==> src/rtl/mips_ctrl_pkg.sv <==
// Shared definitions for the multi-cycle MIPS control path: opcodes, FSM state codes,
// ALU/mux select codes and the packed control word. Used by control, ALU control and datapath.
package mips_ctrl_pkg;

  localparam logic [5:0] OP_RTYPE = 6'b000000;
  localparam logic [5:0] OP_LW    = 6'b100011;
  localparam logic [5:0] OP_SW    = 6'b101011;
  localparam logic [5:0] OP_BEQ   = 6'b000100;
  localparam logic [5:0] OP_J     = 6'b000010;
  localparam logic [5:0] OP_ADDI  = 6'b001000;

  typedef enum logic [3:0] {
    S_IDLE   = 4'd0,
    S_FETCH  = 4'd1,
    S_DECODE = 4'd2,
    S_MEMADR = 4'd3,
    S_MEMRD  = 4'd4,
    S_MEMWB  = 4'd5,
    S_MEMWR  = 4'd6,
    S_EXEC   = 4'd7,
    S_ALUWB  = 4'd8,
    S_BEQ    = 4'd9,
    S_ADDIEX = 4'd10,
    S_ADDIWB = 4'd11,
    S_JUMP   = 4'd12,
    S_TRAP   = 4'd13
  } state_t;

  localparam logic [2:0] ALUOP_ADD   = 3'b000;
  localparam logic [2:0] ALUOP_SUB   = 3'b001;
  localparam logic [2:0] ALUOP_FUNCT = 3'b010;

  localparam logic [1:0] SRCB_RT     = 2'b00;
  localparam logic [1:0] SRCB_FOUR   = 2'b01;
  localparam logic [1:0] SRCB_IMM    = 2'b10;
  localparam logic [1:0] SRCB_IMM_SH = 2'b11;

  localparam logic [1:0] PCSRC_ALU    = 2'b00;
  localparam logic [1:0] PCSRC_ALUOUT = 2'b01;
  localparam logic [1:0] PCSRC_JUMP   = 2'b10;

  typedef struct packed {
    logic       pc_write;
    logic       pc_write_cond;
    logic       iord;
    logic       mem_read;
    logic       mem_write;
    logic       ir_write;
    logic       reg_dst;
    logic       mem_to_reg;
    logic       reg_write;
    logic       alu_src_a;
    logic [1:0] alu_src_b;
    logic [2:0] alu_op;
    logic [1:0] pc_source;
  } ctrl_word_t;

  localparam ctrl_word_t CTRL_NONE = 17'd0;

  function automatic logic is_known_opcode(input logic [5:0] op);
    case (op)
      OP_RTYPE, OP_LW, OP_SW, OP_BEQ, OP_J, OP_ADDI: return 1'b1;
      default:                                       return 1'b0;
    endcase
  endfunction

endpackage

==> src/rtl/mips_mc_main_control_if.sv <==
// Control-path bundle between the main control FSM (master) and the datapath (slave).
interface mips_mc_main_control_if #(
  parameter int STATE_W = 4
);
  logic [5:0]         opcode;
  logic               mem_ready;
  logic               pc_write;
  logic               pc_write_cond;
  logic               iord;
  logic               mem_read;
  logic               mem_write;
  logic               ir_write;
  logic               reg_dst;
  logic               mem_to_reg;
  logic               reg_write;
  logic               alu_src_a;
  logic [1:0]         alu_src_b;
  logic [2:0]         alu_op;
  logic [1:0]         pc_source;
  logic               illegal_op;
  logic [STATE_W-1:0] state;

  modport master (
    input  opcode, mem_ready,
    output pc_write, pc_write_cond, iord, mem_read, mem_write, ir_write,
           reg_dst, mem_to_reg, reg_write, alu_src_a, alu_src_b, alu_op,
           pc_source, illegal_op, state
  );

  modport slave (
    output opcode, mem_ready,
    input  pc_write, pc_write_cond, iord, mem_read, mem_write, ir_write,
           reg_dst, mem_to_reg, reg_write, alu_src_a, alu_src_b, alu_op,
           pc_source, illegal_op, state
  );
endinterface

==> src/rtl/mips_ctrl_outdec.sv <==
// Combinational state -> control word decode. FETCH is the only state with Mealy terms
// (ir_write/pc_write follow mem_ready); every other output is purely a function of state.
module mips_ctrl_outdec
  import mips_ctrl_pkg::*;
(
  input  state_t     state,
  input  logic       mem_ready,
  output ctrl_word_t ctrl
);

  // Control word per state; unlisted fields and unused codes stay all-zero.
  always_comb begin
    ctrl = CTRL_NONE;
    case (state)
      S_FETCH: begin
        ctrl.mem_read  = 1'b1;
        ctrl.alu_src_b = SRCB_FOUR;
        ctrl.alu_op    = ALUOP_ADD;
        ctrl.pc_source = PCSRC_ALU;
        ctrl.ir_write  = mem_ready;
        ctrl.pc_write  = mem_ready;
      end
      S_DECODE: begin
        ctrl.alu_src_b = SRCB_IMM_SH;
        ctrl.alu_op    = ALUOP_ADD;
      end
      S_MEMADR, S_ADDIEX: begin
        ctrl.alu_src_a = 1'b1;
        ctrl.alu_src_b = SRCB_IMM;
        ctrl.alu_op    = ALUOP_ADD;
      end
      S_MEMRD: begin
        ctrl.mem_read = 1'b1;
        ctrl.iord     = 1'b1;
      end
      S_MEMWB: begin
        ctrl.reg_write  = 1'b1;
        ctrl.mem_to_reg = 1'b1;
      end
      S_MEMWR: begin
        ctrl.mem_write = 1'b1;
        ctrl.iord      = 1'b1;
      end
      S_EXEC: begin
        ctrl.alu_src_a = 1'b1;
        ctrl.alu_src_b = SRCB_RT;
        ctrl.alu_op    = ALUOP_FUNCT;
      end
      S_ALUWB: begin
        ctrl.reg_write = 1'b1;
        ctrl.reg_dst   = 1'b1;
      end
      S_BEQ: begin
        ctrl.alu_src_a     = 1'b1;
        ctrl.alu_src_b     = SRCB_RT;
        ctrl.alu_op        = ALUOP_SUB;
        ctrl.pc_write_cond = 1'b1;
        ctrl.pc_source     = PCSRC_ALUOUT;
      end
      S_ADDIWB: begin
        ctrl.reg_write = 1'b1;
      end
      S_JUMP: begin
        ctrl.pc_write  = 1'b1;
        ctrl.pc_source = PCSRC_JUMP;
      end
      default: ctrl = CTRL_NONE;
    endcase
  end

endmodule

==> src/rtl/mips_mc_main_control.sv <==
// Multi-cycle MIPS32 main control FSM: state register, next-state logic and illegal-opcode flag.
// Build option MIPS_ILLEGAL_TRAP_EN: unknown opcodes park in TRAP with a sticky illegal_op.
module mips_mc_main_control
  import mips_ctrl_pkg::*;
#(
  parameter int STATE_W = 4
) (
  input  logic                  clk,
  input  logic                  rst_n,
  mips_mc_main_control_if.master bus
);

  state_t     state_q;
  state_t     state_d;
  ctrl_word_t ctrl_s;

  // State register; async reset drops every strobe at once since outputs decode from it.
  always_ff @(posedge clk or negedge rst_n) begin
    if (!rst_n) state_q <= S_IDLE;
    else        state_q <= state_d;
  end

  // Next-state selection; unused codes recover through FETCH.
  always_comb begin
    state_d = state_q;
    case (state_q)
      S_IDLE:  state_d = S_FETCH;
      S_FETCH: begin
        if (bus.mem_ready) state_d = S_DECODE;
        else               state_d = S_FETCH;
      end
      S_DECODE: begin
        case (bus.opcode)
          OP_LW, OP_SW: state_d = S_MEMADR;
          OP_RTYPE:     state_d = S_EXEC;
          OP_BEQ:       state_d = S_BEQ;
          OP_ADDI:      state_d = S_ADDIEX;
          OP_J:         state_d = S_JUMP;
`ifdef MIPS_ILLEGAL_TRAP_EN
          default:      state_d = S_TRAP;
`else
          default:      state_d = S_FETCH;
`endif
        endcase
      end
      // IR holds the opcode stable, so MEMADR can re-inspect it to pick the access type.
      S_MEMADR: begin
        if (bus.opcode == OP_SW) state_d = S_MEMWR;
        else                     state_d = S_MEMRD;
      end
      S_MEMRD: begin
        if (bus.mem_ready) state_d = S_MEMWB;
        else               state_d = S_MEMRD;
      end
      S_MEMWR: begin
        if (bus.mem_ready) state_d = S_FETCH;
        else               state_d = S_MEMWR;
      end
      S_EXEC:   state_d = S_ALUWB;
      S_ADDIEX: state_d = S_ADDIWB;
      S_MEMWB, S_ALUWB, S_ADDIWB, S_BEQ, S_JUMP: state_d = S_FETCH;
`ifdef MIPS_ILLEGAL_TRAP_EN
      S_TRAP:   state_d = S_TRAP;
`endif
      default:  state_d = S_FETCH;
    endcase
  end

`ifdef MIPS_ILLEGAL_TRAP_EN
  logic illegal_op_q;
  logic illegal_op_d;

  // Flag is set on the DECODE that diverts to TRAP and is cleared only by reset.
  always_comb begin
    illegal_op_d = illegal_op_q;
    if (state_q == S_DECODE && !is_known_opcode(bus.opcode)) illegal_op_d = 1'b1;
    else                                                      illegal_op_d = illegal_op_q;
  end

  // Sticky illegal-opcode flop.
  always_ff @(posedge clk or negedge rst_n) begin
    if (!rst_n) illegal_op_q <= 1'b0;
    else        illegal_op_q <= illegal_op_d;
  end

  assign bus.illegal_op = illegal_op_q;
`else
  assign bus.illegal_op = 1'b0;
`endif

  mips_ctrl_outdec u_outdec (
    .state     (state_q),
    .mem_ready (bus.mem_ready),
    .ctrl      (ctrl_s)
  );

  assign bus.pc_write      = ctrl_s.pc_write;
  assign bus.pc_write_cond = ctrl_s.pc_write_cond;
  assign bus.iord          = ctrl_s.iord;
  assign bus.mem_read      = ctrl_s.mem_read;
  assign bus.mem_write     = ctrl_s.mem_write;
  assign bus.ir_write      = ctrl_s.ir_write;
  assign bus.reg_dst       = ctrl_s.reg_dst;
  assign bus.mem_to_reg    = ctrl_s.mem_to_reg;
  assign bus.reg_write     = ctrl_s.reg_write;
  assign bus.alu_src_a     = ctrl_s.alu_src_a;
  assign bus.alu_src_b     = ctrl_s.alu_src_b;
  assign bus.alu_op        = ctrl_s.alu_op;
  assign bus.pc_source     = ctrl_s.pc_source;
  assign bus.state         = STATE_W'(state_q);

endmodule
==> src/flat_wrapper.sv <==
// flat-port wrapper written by rule: the top's interface ports become plain ports
module mips_mc_main_control_flat import mips_ctrl_pkg::*;
#(
  parameter int STATE_W = 4
)
  (clk, rst_n, bus_opcode, bus_mem_ready, bus_pc_write, bus_pc_write_cond, bus_iord, bus_mem_read, bus_mem_write, bus_ir_write, bus_reg_dst, bus_mem_to_reg, bus_reg_write, bus_alu_src_a, bus_alu_src_b, bus_alu_op, bus_pc_source, bus_illegal_op, bus_state);
  mips_mc_main_control_if #(.STATE_W(STATE_W)) bus_i ();
  input  logic clk;
  input  logic rst_n;
  input wire logic [$bits(bus_i.opcode)-1:0] bus_opcode;
  input wire logic [$bits(bus_i.mem_ready)-1:0] bus_mem_ready;
  output wire logic [$bits(bus_i.pc_write)-1:0] bus_pc_write;
  output wire logic [$bits(bus_i.pc_write_cond)-1:0] bus_pc_write_cond;
  output wire logic [$bits(bus_i.iord)-1:0] bus_iord;
  output wire logic [$bits(bus_i.mem_read)-1:0] bus_mem_read;
  output wire logic [$bits(bus_i.mem_write)-1:0] bus_mem_write;
  output wire logic [$bits(bus_i.ir_write)-1:0] bus_ir_write;
  output wire logic [$bits(bus_i.reg_dst)-1:0] bus_reg_dst;
  output wire logic [$bits(bus_i.mem_to_reg)-1:0] bus_mem_to_reg;
  output wire logic [$bits(bus_i.reg_write)-1:0] bus_reg_write;
  output wire logic [$bits(bus_i.alu_src_a)-1:0] bus_alu_src_a;
  output wire logic [$bits(bus_i.alu_src_b)-1:0] bus_alu_src_b;
  output wire logic [$bits(bus_i.alu_op)-1:0] bus_alu_op;
  output wire logic [$bits(bus_i.pc_source)-1:0] bus_pc_source;
  output wire logic [$bits(bus_i.illegal_op)-1:0] bus_illegal_op;
  output wire logic [$bits(bus_i.state)-1:0] bus_state;
  assign bus_i.opcode = bus_opcode;
  assign bus_i.mem_ready = bus_mem_ready;
  assign bus_pc_write = bus_i.pc_write;
  assign bus_pc_write_cond = bus_i.pc_write_cond;
  assign bus_iord = bus_i.iord;
  assign bus_mem_read = bus_i.mem_read;
  assign bus_mem_write = bus_i.mem_write;
  assign bus_ir_write = bus_i.ir_write;
  assign bus_reg_dst = bus_i.reg_dst;
  assign bus_mem_to_reg = bus_i.mem_to_reg;
  assign bus_reg_write = bus_i.reg_write;
  assign bus_alu_src_a = bus_i.alu_src_a;
  assign bus_alu_src_b = bus_i.alu_src_b;
  assign bus_alu_op = bus_i.alu_op;
  assign bus_pc_source = bus_i.pc_source;
  assign bus_illegal_op = bus_i.illegal_op;
  assign bus_state = bus_i.state;
  mips_mc_main_control #(.STATE_W(STATE_W)) u_core (.clk(clk), .rst_n(rst_n), .bus(bus_i));
endmodule
==> config.mk <==
export PLATFORM = sky130hd
export DESIGN_NAME = mips_mc_main_control_flat
export DESIGN_NICKNAME = d
export VERILOG_FILES = /design/src/rtl/mips_ctrl_pkg.sv /design/src/rtl/mips_mc_main_control_if.sv /design/src/rtl/mips_ctrl_outdec.sv /design/src/rtl/mips_mc_main_control.sv /design/src/flat_wrapper.sv
export SDC_FILE = /design/constraint.sdc
export NUM_CORES = 1
export LEC_CHECK = 0
export ABC_AREA = 0
export ABC_CLOCK_PERIOD_IN_PS = 1850
export BUFFER_PORTS_ARGS = -buffer_cell sky130_fd_sc_hd__buf_2
export CORE_AREA = 2 2 39 41
export CTS_CLUSTER_DIAMETER = 60
export CTS_CLUSTER_SIZE = 10
export DETAILED_ROUTE_END_ITERATION = 12
export DIE_AREA = 0 0 41 43
export PLACE_DENSITY_LB_ADDON = 0.25
export SLEW_MARGIN = 30
export SYNTH_ARGS = -nofsm -noshare
export SYNTH_HDL_FRONTEND = slang
export SYNTH_SLANG_ARGS = --single-unit
==> constraint.sdc <==
create_clock -name clk -period 1.85 [get_ports clk]
set_input_delay 0.0925 -clock clk [delete_from_list [all_inputs] [get_ports clk]]
set_output_delay 0.0925 -clock clk [all_outputs]
set_load 0.05 [all_outputs]
==> metrics.md <==
| Metric | Value |
|---|---|
| Placed wire-length estimate | 1020 microns |
| Vias | 602 |
| Synth Cell Area | 532 sq um |
| Fin. Hold Viols | 0 |
| Post-synthesis sequential area ratio | 0.188 |
| Worst-path clk slew | 0.04 ns |
| FF+latch count, synth | 4 |
| Met3 Use GR | 0.0785 |
| Routed length per placed instance | 11.3 microns |
| Global route hottest layer | met2 |
| FP Rows | 14 |
| P&R area growth vs syn | 39.3% |
| P_leak | 0.361 nW |
| Fraction of layout cells with a size suffix above 1 | 0.510 |
| Buffers & Inverters on Critical Path | 2 |
| H-tree depth | 1 |
| Synth Flop Type | dfrtp_1 |
| Global-route wire length before repair | 2090 microns |
| Total CTS buffers | 3 |
| Max reg flops | 4 |
| Die Ht | 43 microns |
| Clk sinks | 4 |
| Nets | 109 |
| Starting density of the core | 0.384 |
| Clk_lat worst skew | 0.24 ns |
| Share of synthesized flip-flops with an asynchronous set or reset | 1.00 |
| Die width | 41 microns |
| Yosys warns | 0 |
| Full die area | 1760 sq um |
| CP Max Fanout | 6 |
| Worst R2R Path Depth | 3 |
| Critical path arrival | 1.65 ns |
| CP startpoint kind | flip-flop |
| Initial antenna violation count | 0 |
| Vias in the first global route | 490 |
| Grt ovf | 0 |
| RSZ-0062 raised after global routing | no |
| Library cells used by synthesis | 36 |
| Finished Layout Cells | 114 |
| DRC viols | 0 |
| Worst path max stage delay | 0.41 ns |
| Worst path top cell family by delay | simple AND/OR/NAND/NOR gates |
| GRT Resource Usage Total | 0.173 |
| Met1 Usage GRT | 0.227 |
| Syn Area/Cell | 7.94 sq um |
| Vias per inst | 5.28 |
| Power density of the placed cells | 1900 nW/um^2 |
| GRT met2 Usage | 0.253 |
| WP data required | 1.76 ns |
| CTS max path bufs | 2 |
| WL final | 1290 microns |
| Post-DRT Antenna Nets | 0 |
| Status | finished clean |
| Core Box Area | 1380 sq um |
| EDFF count, synth | 0 |
| Tmin final | 1.74 ns |
| Maximum vdd drop | 0.000766 V |
| Worst min path class | primary input to flip-flop |
| 1st-iter DRT viols | 7 |
| Final worst slack | 0.111 ns |
| Fin Clk Skew | 0.00557 ns |
| Hold depth | 3 |
| CP Class | flip-flop to primary output |
| Initial DRT Pass Iterations | 3 |
| Endpoints failing setup | 0 |
| Achievable Freq | 575 MHz |
| IO buf count | 28 |
| Count of pins over their slew limit | 0 |
| I/O Pins | 31 |
| RePlAce Congestion | 0.902 |
| Placed Instances | 110 |
| CP Depth | 5 |
| Critical path, cell by cell | buf_4, nand2b_1, nor4b_4, or2_2, clkbuf_4 |
| # diodes | 0 |
| Crit share post-route | 0.940 |
| Setup Fix Bufs, Post-CTS | 0 |
| Largest net degree at the start of global routing | 17 |
| Max cap viols | 0 |
| Root Driver | clkbuf_4 |
| Cells after Synth | 67 |
| Crit-path slowest cell | dfrtp_2 |
| Placement Setup Slack | 0.207 ns |
| Worst Setup End Kind | primary output |
| CTS tree | yes |
==> synth_stat cells, types with 2 or more instances <==
library cell / n / area (sq um)
nor2_1: 7 / 26.3
nor4bb_1: 2 / 20.0
buf_4: 3 / 22.5
nor3_1: 3 / 15.0
a21oi_1: 2 / 10.0
xnor2_1: 3 / 26.3
buf_6: 2 / 22.5
nand2_1: 2 / 7.51
inv_1: 3 / 11.3
dfrtp_1: 4 / 100
and3b_1: 2 / 17.5
o22ai_1: 3 / 18.8
clkbuf_8: 2 / 27.5
o21ai_0: 4 / 20.0
nand2b_1: 4 / 25.0
==> cell type report <==
cell class	instances	area, sq um
fillers	136	643
multi-input cells	53	387
repair buffers	35	198
flip-flops and latches	4	103
clock buffers	3	22.5
well taps	16	20.0
inverters	3	11.3
==> repair_timing <==
action,CTS,global route
setup endpoints to repair,0,1
hold endpoints to repair,4,0
gates resized for setup,0,1
hold buffers,1,0
==> kinds of logic (layout without fill, tap and decap cells) <==
group,Yosys count,count (layout),synth area share
and+or+nand+nor,33,33,0.407
AOI/OAI and AO/OA,14,14,0.167
DFF,4,4,0.188
buffers and inverters,11,41,0.165
other,1,2,0.00705
xor gates and xnor gates,4,4,0.0659
==> where the power goes <==
group | internal, mW | switching (mW) | total, mW | leakage, nW
registers | 0.122 | 0.0302 | 0.152 | 0.0489
clock network | 0.0724 | 0.0341 | 0.107 | 0.0138
logic | 0.331 | 0.815 | 1.15 | 0.299
total | 0.525 | 0.879 | 1.40 | 0.361
==> tightest hold or removal path: stages <==
cell	delay (ns)
buf_2	0.09
or4b_1	0.12
o41ai_1	0.06
==> path summary, 6_finish.rpt <==
path	start	to	slack (ns)
max in group asynchronous	rst_n	u_core.bus.state[1]	1.52
min	bus_opcode[4]	u_core.bus.state[3]	0.16
max reg2reg	u_core.bus.state[1]	u_core.bus.state[0]	0.20
min reg2reg	u_core.bus.state[2]	u_core.bus.state[3]	0.54
max	u_core.bus.state[1]	bus_pc_write	0.11
min in group asynchronous	rst_n	u_core.bus.state[3]	0.19
==> per-layer routing <==
metal  up-vias  wire [microns]
met2        17             635
met4         0               0
met1       277             580
met3         0              70
li1        308               -
met5         -               0
==> stage by stage <==
step | power, mW | hold slack, ns | cell area [sq um] | TNS (ns) | utilization
after global placement | 1.29 | -0.0995 | 706 | 0 | 0.510
final | 1.40 | 0.165 | 741 | 0 | 0.535
after detailed placement | 1.30 | -0.0986 | 706 | 0 | 0.510
after floorplan | 1.09 | -0.203 | 577 | -1.44 | -
after CTS | 1.41 | 0.157 | 738 | 0 | 0.533
after global routing | 1.51 | 0.172 | 741 | 0 | 0.535
==> cell usage in the layout, fill, tap and decap left out, drive strengths merged, types with 2 or more instances in the layout <==
cell	Yosys	final
conb	1	2
buf	5	33
or4b	2	2
nor2	7	7
inv	3	3
xnor2	3	3
nand2	2	2
and3b	2	2
dfrtp	4	4
nor4bb	2	2
clkbuf	3	4
a21oi	2	2
o22ai	3	3
or4	2	2
nand2b	4	4
nor3	3	3
o21ai	4	4
(Power assumes the default switching activity.)
